### src/rtl/arm7tdmi_burst_mem_responder_if.sv
// Burst read handshake between arm7tdmi_icache (master) and the memory
// responder (slave): request address/length in, beat data/valid/ready out.
interface arm7tdmi_burst_mem_responder_if #(
  parameter int ADDR_WIDTH = 32
);
  logic [ADDR_WIDTH-1:0] mem_addr;
  logic                  mem_req;
  logic [2:0]            mem_burst_len;
  logic [31:0]           mem_data;
  logic                  mem_valid;
  logic                  mem_ready;

  modport master (
    output mem_addr, mem_req, mem_burst_len,
    input  mem_data, mem_valid, mem_ready
  );

  modport slave (
    input  mem_addr, mem_req, mem_burst_len,
    output mem_data, mem_valid, mem_ready
  );
endinterface

### src/rtl/arm7tdmi_burst_mem_responder.sv
// Line-fill burst responder: reads len+1 words from a sync SRAM after
// WAIT_STATES idle cycles and streams them to the icache, one per cycle.
// Ports: clk, rst_n (async, active-low); bus (slave modport: mem_addr,
// mem_req, mem_burst_len in; mem_data, mem_valid, mem_ready out);
// sram_addr/sram_rd_en out, sram_rdata in; busy and burst_count out.
module arm7tdmi_burst_mem_responder #(
  parameter int ADDR_WIDTH  = 32,
  parameter int SRAM_AW     = 16,
  parameter int WAIT_STATES = 1
) (
  input  logic                 clk,
  input  logic                 rst_n,
  arm7tdmi_burst_mem_responder_if.slave bus,
  output logic [SRAM_AW-1:0]   sram_addr,
  output logic                 sram_rd_en,
  input  logic [31:0]          sram_rdata,
  output logic                 busy,
  output logic [31:0]          burst_count
);

  typedef enum logic [1:0] {
    S_IDLE,
    S_WAIT,
    S_READ,
    S_DRAIN
  } state_t;

  localparam logic [3:0] WS_M1 =
    (WAIT_STATES == 0) ? 4'd0 : 4'(WAIT_STATES - 1);

  localparam logic [SRAM_AW-1:0] ONE =
    {{(SRAM_AW-1){1'b0}}, 1'b1};

  state_t             r_state;
  logic [3:0]         r_wcnt;
  logic [2:0]         r_len;
  logic [2:0]         r_idx;
  logic [SRAM_AW-1:0] r_base;
  logic               r_rd_pending;

  logic [SRAM_AW-1:0] w_base;
  logic               w_unused;

  assign w_base   = bus.mem_addr[SRAM_AW+1:2];
  assign w_unused = ^{bus.mem_addr[ADDR_WIDTH-1:SRAM_AW+2],
                      bus.mem_addr[1:0]};
  assign busy     = ~bus.mem_ready;

  always_ff @(posedge clk or negedge rst_n) begin
    if (!rst_n) begin
      r_state       <= S_IDLE;
      r_wcnt        <= 4'd0;
      r_len         <= 3'd0;
      r_idx         <= 3'd0;
      r_base        <= '0;
      r_rd_pending  <= 1'b0;
      sram_addr     <= '0;
      sram_rd_en    <= 1'b0;
      bus.mem_ready <= 1'b1;
      bus.mem_valid <= 1'b0;
      bus.mem_data  <= 32'd0;
      burst_count   <= 32'd0;
    end else begin
      // SRAM data arrives one cycle after the strobe is sampled.
      r_rd_pending <= sram_rd_en;
      if (r_rd_pending) begin
        bus.mem_valid <= 1'b1;
        bus.mem_data  <= sram_rdata;
      end else begin
        bus.mem_valid <= 1'b0;
      end

      unique case (r_state)
        S_IDLE: begin
          if (bus.mem_req) begin
            r_len         <= bus.mem_burst_len;
            r_base        <= w_base;
            bus.mem_ready <= 1'b0;
            if (WAIT_STATES == 0) begin
              r_state    <= S_READ;
              r_idx      <= 3'd0;
              sram_rd_en <= 1'b1;
              sram_addr  <= w_base;
            end else begin
              r_state <= S_WAIT;
              r_wcnt  <= WS_M1;
            end
          end
        end
        S_WAIT: begin
          if (r_wcnt == 4'd0) begin
            r_state    <= S_READ;
            r_idx      <= 3'd0;
            sram_rd_en <= 1'b1;
            sram_addr  <= r_base;
          end else begin
            r_wcnt <= r_wcnt - 4'd1;
          end
        end
        S_READ: begin
          if (r_idx == r_len) begin
            r_state    <= S_DRAIN;
            sram_rd_en <= 1'b0;
          end else begin
            r_idx     <= r_idx + 3'd1;
            // Wraps from the top SRAM word back to word 0.
            sram_addr <= sram_addr + ONE;
          end
        end
        S_DRAIN: begin
          // The pending read here is always the final beat.
          if (r_rd_pending) begin
            r_state       <= S_IDLE;
            bus.mem_ready <= 1'b1;
            if (burst_count != 32'hFFFF_FFFF)
              burst_count <= burst_count + 32'd1;
          end
        end
        default: r_state <= S_IDLE;
      endcase
    end
  end

endmodule

### src/flat_wrapper.sv
// flat-port wrapper written by rule: the top's interface ports become plain ports
module arm7tdmi_burst_mem_responder_flat 
#(
  parameter int ADDR_WIDTH  = 32,
  parameter int SRAM_AW     = 16,
  parameter int WAIT_STATES = 1
)
  (clk, rst_n, sram_addr, sram_rd_en, sram_rdata, busy, burst_count, bus_mem_addr, bus_mem_req, bus_mem_burst_len, bus_mem_data, bus_mem_valid, bus_mem_ready);
  arm7tdmi_burst_mem_responder_if #(.ADDR_WIDTH(ADDR_WIDTH)) bus_i ();
  input  logic clk;
  input  logic rst_n;
  output logic [SRAM_AW-1:0] sram_addr;
  output logic sram_rd_en;
  input  logic [31:0] sram_rdata;
  output logic busy;
  output logic [31:0] burst_count;
  input wire logic [$bits(bus_i.mem_addr)-1:0] bus_mem_addr;
  input wire logic [$bits(bus_i.mem_req)-1:0] bus_mem_req;
  input wire logic [$bits(bus_i.mem_burst_len)-1:0] bus_mem_burst_len;
  output wire logic [$bits(bus_i.mem_data)-1:0] bus_mem_data;
  output wire logic [$bits(bus_i.mem_valid)-1:0] bus_mem_valid;
  output wire logic [$bits(bus_i.mem_ready)-1:0] bus_mem_ready;
  assign bus_i.mem_addr = bus_mem_addr;
  assign bus_i.mem_req = bus_mem_req;
  assign bus_i.mem_burst_len = bus_mem_burst_len;
  assign bus_mem_data = bus_i.mem_data;
  assign bus_mem_valid = bus_i.mem_valid;
  assign bus_mem_ready = bus_i.mem_ready;
  arm7tdmi_burst_mem_responder #(.ADDR_WIDTH(ADDR_WIDTH), .SRAM_AW(SRAM_AW), .WAIT_STATES(WAIT_STATES)) u_core (.clk(clk), .rst_n(rst_n), .bus(bus_i), .sram_addr(sram_addr), .sram_rd_en(sram_rd_en), .sram_rdata(sram_rdata), .busy(busy), .burst_count(burst_count));
endmodule
### config.mk
export PLATFORM = sky130hd
export DESIGN_NAME = arm7tdmi_burst_mem_responder_flat
export DESIGN_NICKNAME = d
export VERILOG_FILES = /design/src/rtl/arm7tdmi_burst_mem_responder_if.sv /design/src/rtl/arm7tdmi_burst_mem_responder.sv /design/src/flat_wrapper.sv
export SDC_FILE = /design/constraint.sdc
export NUM_CORES = 1
export LEC_CHECK = 0
export CORE_MARGIN = 10
export CORE_UTILIZATION = 51
export DETAILED_ROUTE_END_ITERATION = 7
export PLACE_DENSITY = 0.92
export SYNTH_ARGS = -nofsm -noshare
export SYNTH_HDL_FRONTEND = slang
export SYNTH_SLANG_ARGS = --single-unit
### constraint.sdc
create_clock -name clk -period 3.8 [get_ports clk]
set_clock_uncertainty 0.05 [all_clocks]
set_input_delay 0.38 -clock clk [delete_from_list [all_inputs] [get_ports clk]]
set_output_delay 0.38 -clock clk [all_outputs]
set_load 0.02 [all_outputs]
==> results of run 1 <==
## state kept, by name, indices dropped and copies added (netlist names)
register and flops:
u_core.bus.mem_valid 1, u_core.r_idx 3, u_core.r_wcnt 4, u_core.sram_addr 16
u_core.burst_count 32, u_core.sram_rd_en 1, u_core.bus.mem_data 32, u_core.bus.mem_ready 1
u_core.r_len 3, u_core.r_base 16, u_core.r_rd_pending 1, u_core.r_state 2
## logic make-up after synthesis
group / synth area share, %
AND/OR/NAND/NOR: 15.1
multiplexers: 14.1
adder cells (fa/ha/maj): 2.15
buffers and inverters: 2.48
XOR/XNOR: 5.52
AO/OA/AOI/OAI: 7.05
flip-flops: 53.5
## critical path, stage by stage (launching register included)
cell	delay, ns
dfrtp_1	0.41
inv_1	0.11
ha_1	0.15
nor3b_1	0.30
o21a_1	0.38
buf_4	0.32
nand2_1	0.40
o22ai_1	0.27
a21oi_1	0.06
## area by class of cell
cell class                      instances  area (um^2)  share of cell area, %
Clock buffer                           11          141                   2.03
Clock inverter                          5          104                   1.49
Inverter                               12         45.0                  0.646
Multi-Input combinational cell        311         2300                   33.0
Sequential cell                       112         2800                   40.2
Tap cell                              133          166                   2.39
Timing Repair Buffer                  142         1410                   20.2
## metal layers
metal / wire length [um] / share of wire, % / GRT usage (%)
met5: 0 / 0 / 0
met4: 235 / 1.7 / 5.81
met3: 1290 / 9.4 / 8.05
met2: 6980 / 51 / 32.4
met1: 5180 / 38 / 20.6
## path summary, 6_finish.rpt
kind                                                  endpoint  slack [ns]  depth (start not counted)
max                            u_core.sram_addr[9]$_DFFE_PN0P_        1.23                          8
max in group asynchronous  u_core.bus.mem_data[11]$_DFFE_PN0P_        2.84                          2
min                               u_core.r_base[6]$_DFFE_PN0P_      -0.005                          1
max reg2reg                    u_core.sram_addr[9]$_DFFE_PN0P_        1.23                          8
min in group clk                 u_core.r_rd_pending$_DFF_PN0_        0.38                          0
min reg2reg                      u_core.r_rd_pending$_DFF_PN0_        0.38                          0
## cells in the mapped netlist (2+ instances only)
cell type  instances
o21ai_0            7
xor2_1             9
nand4_1           20
buf_4              2
and3_1            15
nor3_1             7
ha_1               9
nor4_1             2
clkbuf_1           8
xnor2_1           24
nand2b_1           4
nor3b_1            2
and4_1             4
inv_1             12
mux2_2            55
a31oi_1            2
nand2_1           31
buf_2              7
a21oi_1           15
mux2i_1           12
nor2_1            20
or3_1              5
o22ai_1           15
dfrtp_1          111
nand3_1           22
and2_1             6
## power by group through the flow
stage          logic, mW  registers (mW)  clock network [mW]
2_1_floorplan       1.25            2.03                   0
3_3_place_gp        2.14            1.84                   0
3_5_place_dp        2.24            1.87                   0
4_1_cts             2.25            1.85               0.882
5_1_grt             2.44            1.91               0.927
6_report            2.24            1.85               0.864
## metrics by stage
stage / hold WS, ns / utilization [%] / setup slack, ns
2_1_floorplan: 0.0344 / - / 1.92
3_3_place_gp: 0.360 / 67.9 / 1.43
3_5_place_dp: 0.355 / 67.9 / 1.31
4_1_cts: 0.0253 / 70.3 / 1.28
5_1_grt: 0.0409 / 70.3 / 1.02
6_report: -0.00526 / 70.3 / 1.23
==> metrics, run 1 <==
status=finished with violations; violated checks=hold timing; number of post-CTS setup repair buffers=0; Worst setup EP type=register; RSZ-0062 raised after global routing=no; GP Congestion=just over 0.8; Worst Path Arrival=2.80 ns; Initial Utilization=52.9%; chip height=121 um; Worst-path clk slew=0.11 ns; fmax=389 MHz; post-cts hold buffer count=0; largest net degree at the start of global routing=63; Die X=around 120 um; Cells after Synth=453; CP Class=reg2reg; Slew Viols, Final=0; Worst Path Required=~4 ns; total power=just under 5 mW; Post-synth top flop=dfrtp_1; crit share post-route=67.7%; Post-DP HPWL=around 9.9 mm; antenna cells=0; CP max FO=21; setup TNS=0 ns; Post-synth EDFFs=0; DRT iter0 DRCs=around 320; Post-CTS Resized=0; num rows=36; post-synthesis sequential area ratio=53.5%; Area growth, synth to finish=33.1%; vias in the first global route=around 4,300; Peak VDD IR=0.391 mV; Min-Delay Path Class=in2async; CTS sink cnt=112; Logic pwr share=between 40 and 50%; Synthesized Nets=532; I/O Buffers=137; Least-Margin Pin Slew=0.899 ns; Clock Tree Root=clkbuf_8; internal power=3.03 mW; CTS tree=yes; Die Area=0.0147 mm^2; first-pass GRT wire length=22.3 mm; Synth Register Bits=112; relative slew slack=39.9%; Final Critical Period=2.57 ns; TritonCTS Buffers=9; DR pass1 iterations=4; max_cap viols=0; cell area power density=~710 mW/mm^2; initial antenna violation count=0; share of layout cells above drive strength 1=15.0%; Cell Area, Placed=a little under 0.007 mm^2; final setup fails=0; Non-Filler Instances=726; Netlist cell types=53; post-route design area=0.00697 mm^2; Layout Nets=roughly 670; Cells after DPL=710; syn_area_per_cell=11.6 um^2; switching power=1.93 mW; Worst-Skew Late Latency=0.40 ns; GRT Resource Usage Total=18.9%; clock share of power=17.4%; # fillers=~750; Vias=roughly 4,100; Avg WL per Cell=approximately 19 um; # H-tree levels=3; top cell type by total area after synthesis=dfrtp_1; most common cell after layout, fill and taps aside=clkdlybuf4s50_1; crit path from=u_core.r_wcnt[1]$_DFFE_PN0P_; Post-Route WL=approximately 14 mm; overflow left after global routing=0; Sw Ratio=38.9%; most frequent cells in the layout=136 x clkdlybuf4s50_1, 111 x dfrtp_1, 55 x mux2_2; Reg2Reg Launch Point=u_core.r_wcnt[1]$_DFFE_PN0P_; asr flop ratio synth=100%; post-route ant nets=0; Reg power frac=37.4%; top post-synthesis cells by area=dfrtp_1 53%, mux2_2 12%, xnor2_1 4.0%, nand4_1 2.4%, mux2i_1 2.3%; Fin Hold WS=-0.00526 ns; Final Hold Viols=3; leakage power=2.94 nW; Vias/cell=5.68; total core area=0.00991 mm^2; Cell Area, Synth=0.00524 mm^2; Yosys warning count=0; Worst Setup Start Kind=register; proportion of netlist area held by the largest area contributor=53.0%; maximum clock insertion buffer count=2; DRC Markers=0; num ports=about 150
(Power assumes the default switching activity.)
==> inputs of run 2 (changes only) <==
--- a/config.mk
+++ b/config.mk
@@ -6,9 +6,9 @@
 export NUM_CORES = 1
 export LEC_CHECK = 0
 export CORE_MARGIN = 10
-export CORE_UTILIZATION = 51
+export CORE_UTILIZATION = 48
 export DETAILED_ROUTE_END_ITERATION = 7
-export PLACE_DENSITY = 0.92
+export PLACE_DENSITY = 0.88
 export SYNTH_ARGS = -nofsm -noshare
 export SYNTH_HDL_FRONTEND = slang
 export SYNTH_SLANG_ARGS = --single-unit
==> constraint.sdc (replaced) <==
create_clock -name clk -period 2.7 [get_ports clk]
set_clock_uncertainty 0.05 [all_clocks]
set_input_delay 0.27 -clock clk [delete_from_list [all_inputs] [get_ports clk]]
set_output_delay 0.27 -clock clk [all_outputs]
set_load 0.02 [all_outputs]
==> run 2 against run 1 <==
Net effect: the flow now finishes without violations; critical endpoint is now u_core.sram_addr[14]$_DFFE_PN0P_; utilization decreased by 5.5 points; global-route usage decreased by 1.7 points; power increased by 36%; critical path type unchanged; combinational power increased by 42%.
==> metrics, run 2 (synthesis results as in run 1) <==
CTS tree=yes; CP max FO=12; Die Area=0.0155 mm^2; setup TNS=0 ns; post-route ant nets=0; first-pass GRT wire length=22.4 mm; Worst-Skew Late Latency=0.38 ns; Peak VDD IR=about 0.58 mV; Worst Path Required=2.91 ns; Worst-path clk slew=around 0.10 ns; total core area=0.0107 mm^2; Slew Viols, Final=0; RSZ-0062 raised after global routing=no; r2r setup slk=about 0.40 ns; depth of the most critical reg-to-reg path=7; busiest grt layer=met2; vias in the first global route=4,255; Die X=124 um; DRT iter0 DRCs=388; num rows=38; antenna cells=0; Vias=4,104; Area growth, synth to finish=33.0%; Worst R2R End=u_core.sram_addr[14]$_DFFE_PN0P_; top flop regs=u_core.burst_count x32, u_core.bus.mem_data x32; DR pass1 iterations=6; Worst setup EP type=register; Avg WL per Cell=18.2 um; Post-DP HPWL=between 10 and 15 mm; Least-Margin Pin Slew=0.817 ns; total power=6.75 mW; TritonCTS Buffers=9; final setup fails=0; CTS sink cnt=112; Reg2Reg Launch Point=u_core.r_wcnt[1]$_DFFE_PN0P_; Min-Delay Path Class=in2async; max_cap viols=0; crit share post-route=85.2%; relative slew slack=45.2%; area taken by multi-input logic gates=~0.0023 mm^2; Worst Setup Start Kind=register; Clock Tree Root=clkbuf_8; # H-tree levels=3; maximum clock insertion buffer count=2; CP Class=reg2reg; largest net degree at the start of global routing=49; CP Cell Sequence=inv_1 -> ha_1 -> nor3b_1 -> o21ai_1 -> or4_1 -> mux2i_1 -> a21oi_1; cell area power density=969 mW/mm^2; Worst Path Arrival=2.52 ns; highest cell delay on the worst timing path=about 0.58 ns; grt met1 use=20.3%; GRT Resource Usage Total=around 17%; Final Hold Viols=0; most common cell after layout, fill and taps aside=clkdlybuf4s50_1; number of post-CTS setup repair buffers=0; I/O Buffers=137; met3 usage=between 6 and 7%; DRC Markers=0; critical-path cell with the highest stage delay=or4_1; GP Congestion=0.844; initial antenna violation count=0; Post-Route WL=13.4 mm; Final Critical Period=2.30 ns; status=completed; fmax=between 400 and 500 MHz; Initial Utilization=48.7%; Reg area=between 0.002 and 0.003 mm^2; num ports=154; # fillers=~830; Layout Nets=671; Vias/cell=5.57; share of layout cells above drive strength 1=~16%; leakage power=approximately 3 nW; chip height=roughly 120 um; overflow left after global routing=0; most frequent cells in the layout=136 x clkdlybuf4s50_1, 111 x dfrtp_1, 55 x mux2_2; GR Util met2=between 20% and 30%
==> run 2: routing by layer <==
layer / part of all wire [%] / vias to the layer above
met3: 8.9 / 14
met2: 49 / 173
met4: 1.6 / 0
met1: 41 / 2011
li1: - / 1906
met5: 0 / -
==> run 2: where the power goes <==
group | internal, mW | switching (mW)
sequential | 2.17 | 0.455
clock | 0.383 | 0.560
combinational | 1.48 | 1.70
==> run 2: worst max-delay path, delay by kind of cell (launching register included) <==
family	cells	cell delay, ns
AOI/OAI and AO/OA	2	0.41
adders and majority gates	1	0.17
buffers and inverters	1	0.12
DFF	1	0.41
muxes	1	0.14
and+or+nand+nor	2	0.89
==> run 2: layout make-up <==
cell class,instances,area share [%]
Sequential cell,112,40.3
Multi-Input combinational cell,311,33.1
Timing Repair Buffer,146,20.8
Tap cell,140,2.52
Clock buffer,11,2.17
Inverter,12,0.647
Clock inverter,5,0.449
==> run 2: how the worst max path moves through the flow <==
stage	from	endpoint	cells after the start	slack [ns]
final	u_core.r_wcnt[1]$_DFFE_PN0P_	u_core.sram_addr[14]$_DFFE_PN0P_	7	0.40
after global routing	u_core.r_wcnt[1]$_DFFE_PN0P_	u_core.sram_addr[14]$_DFFE_PN0P_	7	0.17
after CTS	u_core.r_wcnt[1]$_DFFE_PN0P_	u_core.sram_addr[4]$_DFFE_PN0P_	7	0.33
after detailed placement	u_core.r_wcnt[1]$_DFFE_PN0P_	u_core.sram_addr[4]$_DFFE_PN0P_	7	0.37
after global placement	u_core.r_wcnt[0]$_DFFE_PN0P_	u_core.sram_addr[8]$_DFFE_PN0P_	7	0.49
after floorplan	u_core.r_wcnt[0]$_DFFE_PN0P_	u_core.r_state[1]$_DFFE_PN0P_	7	0.82
==> run 2: per-stage QoR <==
step                      cell area, um^2  setup WS, ns  utilization, %  hold slack (ns)  cells
after CTS                            6960         0.331            64.8            0.378    737
after global routing                 6960         0.174            64.8            0.389    737
after floorplan                      5240         0.822               -          -0.0756    453
after global placement               6770         0.486            63.0            0.244    720
after detailed placement             6770         0.367            63.0            0.249    720
final                                6960         0.398            64.8            0.360    737
==> run 2: what timing repair did <==
action / 4_1_cts / 5_1_grt
hold buffers: 1 / 0
endpoints found under the setup margin: 0 / 1
resized for setup: 0 / 1
hold endpoints to repair: 40 / 0
==> inputs of run 3 (changes only) <==
--- a/config.mk
+++ b/config.mk
@@ -6,9 +6,10 @@
 export NUM_CORES = 1
 export LEC_CHECK = 0
 export CORE_MARGIN = 10
-export CORE_UTILIZATION = 48
+export CORE_UTILIZATION = 53
+export CTS_BUF_LIST = sky130_fd_sc_hd__clkbuf_4
 export DETAILED_ROUTE_END_ITERATION = 7
-export PLACE_DENSITY = 0.88
+export PLACE_DENSITY = 0.92
 export SYNTH_ARGS = -nofsm -noshare
 export SYNTH_HDL_FRONTEND = slang
 export SYNTH_SLANG_ARGS = --single-unit
==> constraint.sdc (replaced) <==
create_clock -name clk -period 2.8 [get_ports clk]
set_clock_uncertainty 0.05 [all_clocks]
set_input_delay 0.28 -clock clk [delete_from_list [all_inputs] [get_ports clk]]
set_output_delay 0.28 -clock clk [all_outputs]
set_load 0.02 [all_outputs]
==> run 3 against run 2 <==
Net effect: utilization is 6.1 points higher; register-to-register slack better by 0.12 ns; flip-flop and latch count stayed put; critical path type unchanged; clock-buffer cell count is 1 lower; fmax is 0.74% higher; non-clock buffer count is 1 lower; largest power group unchanged.
==> metrics, run 3 (synthesis results as in run 1) <==
Die X=119 um; CP max FO=12; Least-Margin Pin Slew=0.787 ns; met2 routed WL=6.76 mm; Worst setup EP type=register; Worst Setup Start Kind=register; # H-tree levels=3; first-pass GRT wire length=21.7 mm; largest net degree at the start of global routing=50; vias in the first global route=4,289; Post-CTS Resized=0; Worst Path Required=3.11 ns; GRT Resource Usage Total=18.6%; total core area=0.00968 mm^2; top sig layer=met4; area taken by multi-input logic gates=between 0.002 and 0.0025 mm^2; total power=about 6.3 mW; leakage power=just under 3 nW; cell area power density=913 mW/mm^2; RSZ-0062 raised after global routing=no; metal1 wirelength=5.36 mm; num ports=roughly 150; most frequent cells in the layout=136 x clkdlybuf4s50_1, 111 x dfrtp_1, 55 x mux2_2; Layout Nets=670; # fillers=between 600 and 700; post-cts hold buffer count=1; CTS tree=yes; Peak VDD IR=0.553 mV; post-route ant nets=0; top flop regs=u_core.burst_count x32, u_core.bus.mem_data x32; CP Class=reg2reg; CTS sink cnt=112; Post-Route WL=13.2 mm; most common cell after layout, fill and taps aside=clkdlybuf4s50_1; fmax=438 MHz; relative slew slack=47.2%; Die Area=approximately 0.014 mm^2; Clock Tree Root=clkbuf_4; Vias=4,074; family with the most delay on the worst path=simple AND/OR/NAND/NOR gates; max_cap viols=0; DRT iter0 DRCs=239; Post-DP HPWL=about 10 mm; status=completed; Setup WS pre-CTS=approximately 0.56 ns; overflow left after global routing=0; Initial Utilization=54.1%; Slew Viols, Final=0; Area growth, synth to finish=31.2%; I/O Buffers=137; setup TNS=0 ns; Vias/cell=5.58; Worst-Skew Late Latency=a little under 0.5 ns; maximum clock insertion buffer count=2; Reg area=0.00280 mm^2; Min-Delay Path Class=in2async; Worst-path clk slew=0.18 ns; TritonCTS Buffers=9; Final WS setup=0.515 ns; Worst Path Arrival=around 2.6 ns; WP buf/inv=1; Final Hold Viols=0; critical-path cell with the highest stage delay=or4_1; crit share post-route=81.6%; DRC Markers=0; number of post-CTS setup repair buffers=0; Avg WL per Cell=18.1 um; GP Congestion=0.848; share of layout cells above drive strength 1=between 10% and 20%; chip height=119 um; num rows=36; WL met3=about 820 um; Final Critical Period=2.28 ns; initial antenna violation count=1; highest cell delay on the worst timing path=about 0.57 ns; r2r setup slk=0.52 ns; final setup fails=0; CP Cell Sequence=inv_1 -> ha_1 -> nor3b_1 -> o21ai_1 -> or4_1 -> mux2i_1 -> a21oi_1; DR pass1 iterations=4
## run 3: changes by cell type in the layout (fill, tap and decap cells not counted), moves of 2 or more
cell / change
clkbuf_4: +10
inv_6: +2
clkinv_2: -2
clkbuf_8: -11
## run 3: routing by layer
metal / vias up / global-route usage, %
li1: 1897 / -
met1: 2027 / 21.1
met2: 128 / 32.3
met3: 22 / 4.96
met4: 0 / 8.45
met5: - / 0
## run 3: through the flow
| step | util, % | cells | cell area, um^2 | hold WS (ns) |
|---|---|---|---|---|
| 6_report | 70.9 | 730 | 6870 | 0.277 |
| 5_1_grt | 70.9 | 730 | 6870 | 0.297 |
| 4_1_cts | 70.9 | 729 | 6870 | 0.298 |
| 3_5_place_dp | 69.6 | 712 | 6740 | 0.285 |
| 3_3_place_gp | 69.6 | 712 | 6740 | 0.269 |
| 2_1_floorplan | - | 453 | 5240 | -0.0656 |
## run 3: worst paths after layout
| path | start | end | depth (start not counted) |
|---|---|---|---|
| max | u_core.r_wcnt[0]$_DFFE_PN0P_ | u_core.sram_addr[14]$_DFFE_PN0P_ | 7 |
| min | rst_n | u_core.sram_addr[1]$_DFFE_PN0P_ | 2 |
| max reg2reg | u_core.r_wcnt[0]$_DFFE_PN0P_ | u_core.sram_addr[14]$_DFFE_PN0P_ | 7 |
| min reg2reg | u_core.sram_rd_en$_DFFE_PN0P_ | u_core.r_rd_pending$_DFF_PN0_ | 0 |
| max in group asynchronous | rst_n | u_core.r_base[9]$_DFFE_PN0P_ | 3 |
| min in group clk | sram_rdata[10] | u_core.bus.mem_data[10]$_DFFE_PN0P_ | 2 |
## run 3: cell type report
class,count,area share [%]
clock buffers,10,1.09
repair buffers,145,20.8
inverters,12,0.656
diodes,1,0.0364
well taps,133,2.42
flip-flops and latches,112,40.8
clock inverters,6,0.619
multi-input cells,311,33.5
## run 3: report_power, final
group	leakage [nW]	internal, mW	switching, mW
Clock	0.0648	0.197	0.539
Combinational	1.45	1.40	1.61
Sequential	1.38	2.09	0.431
Total	2.89	3.69	2.58
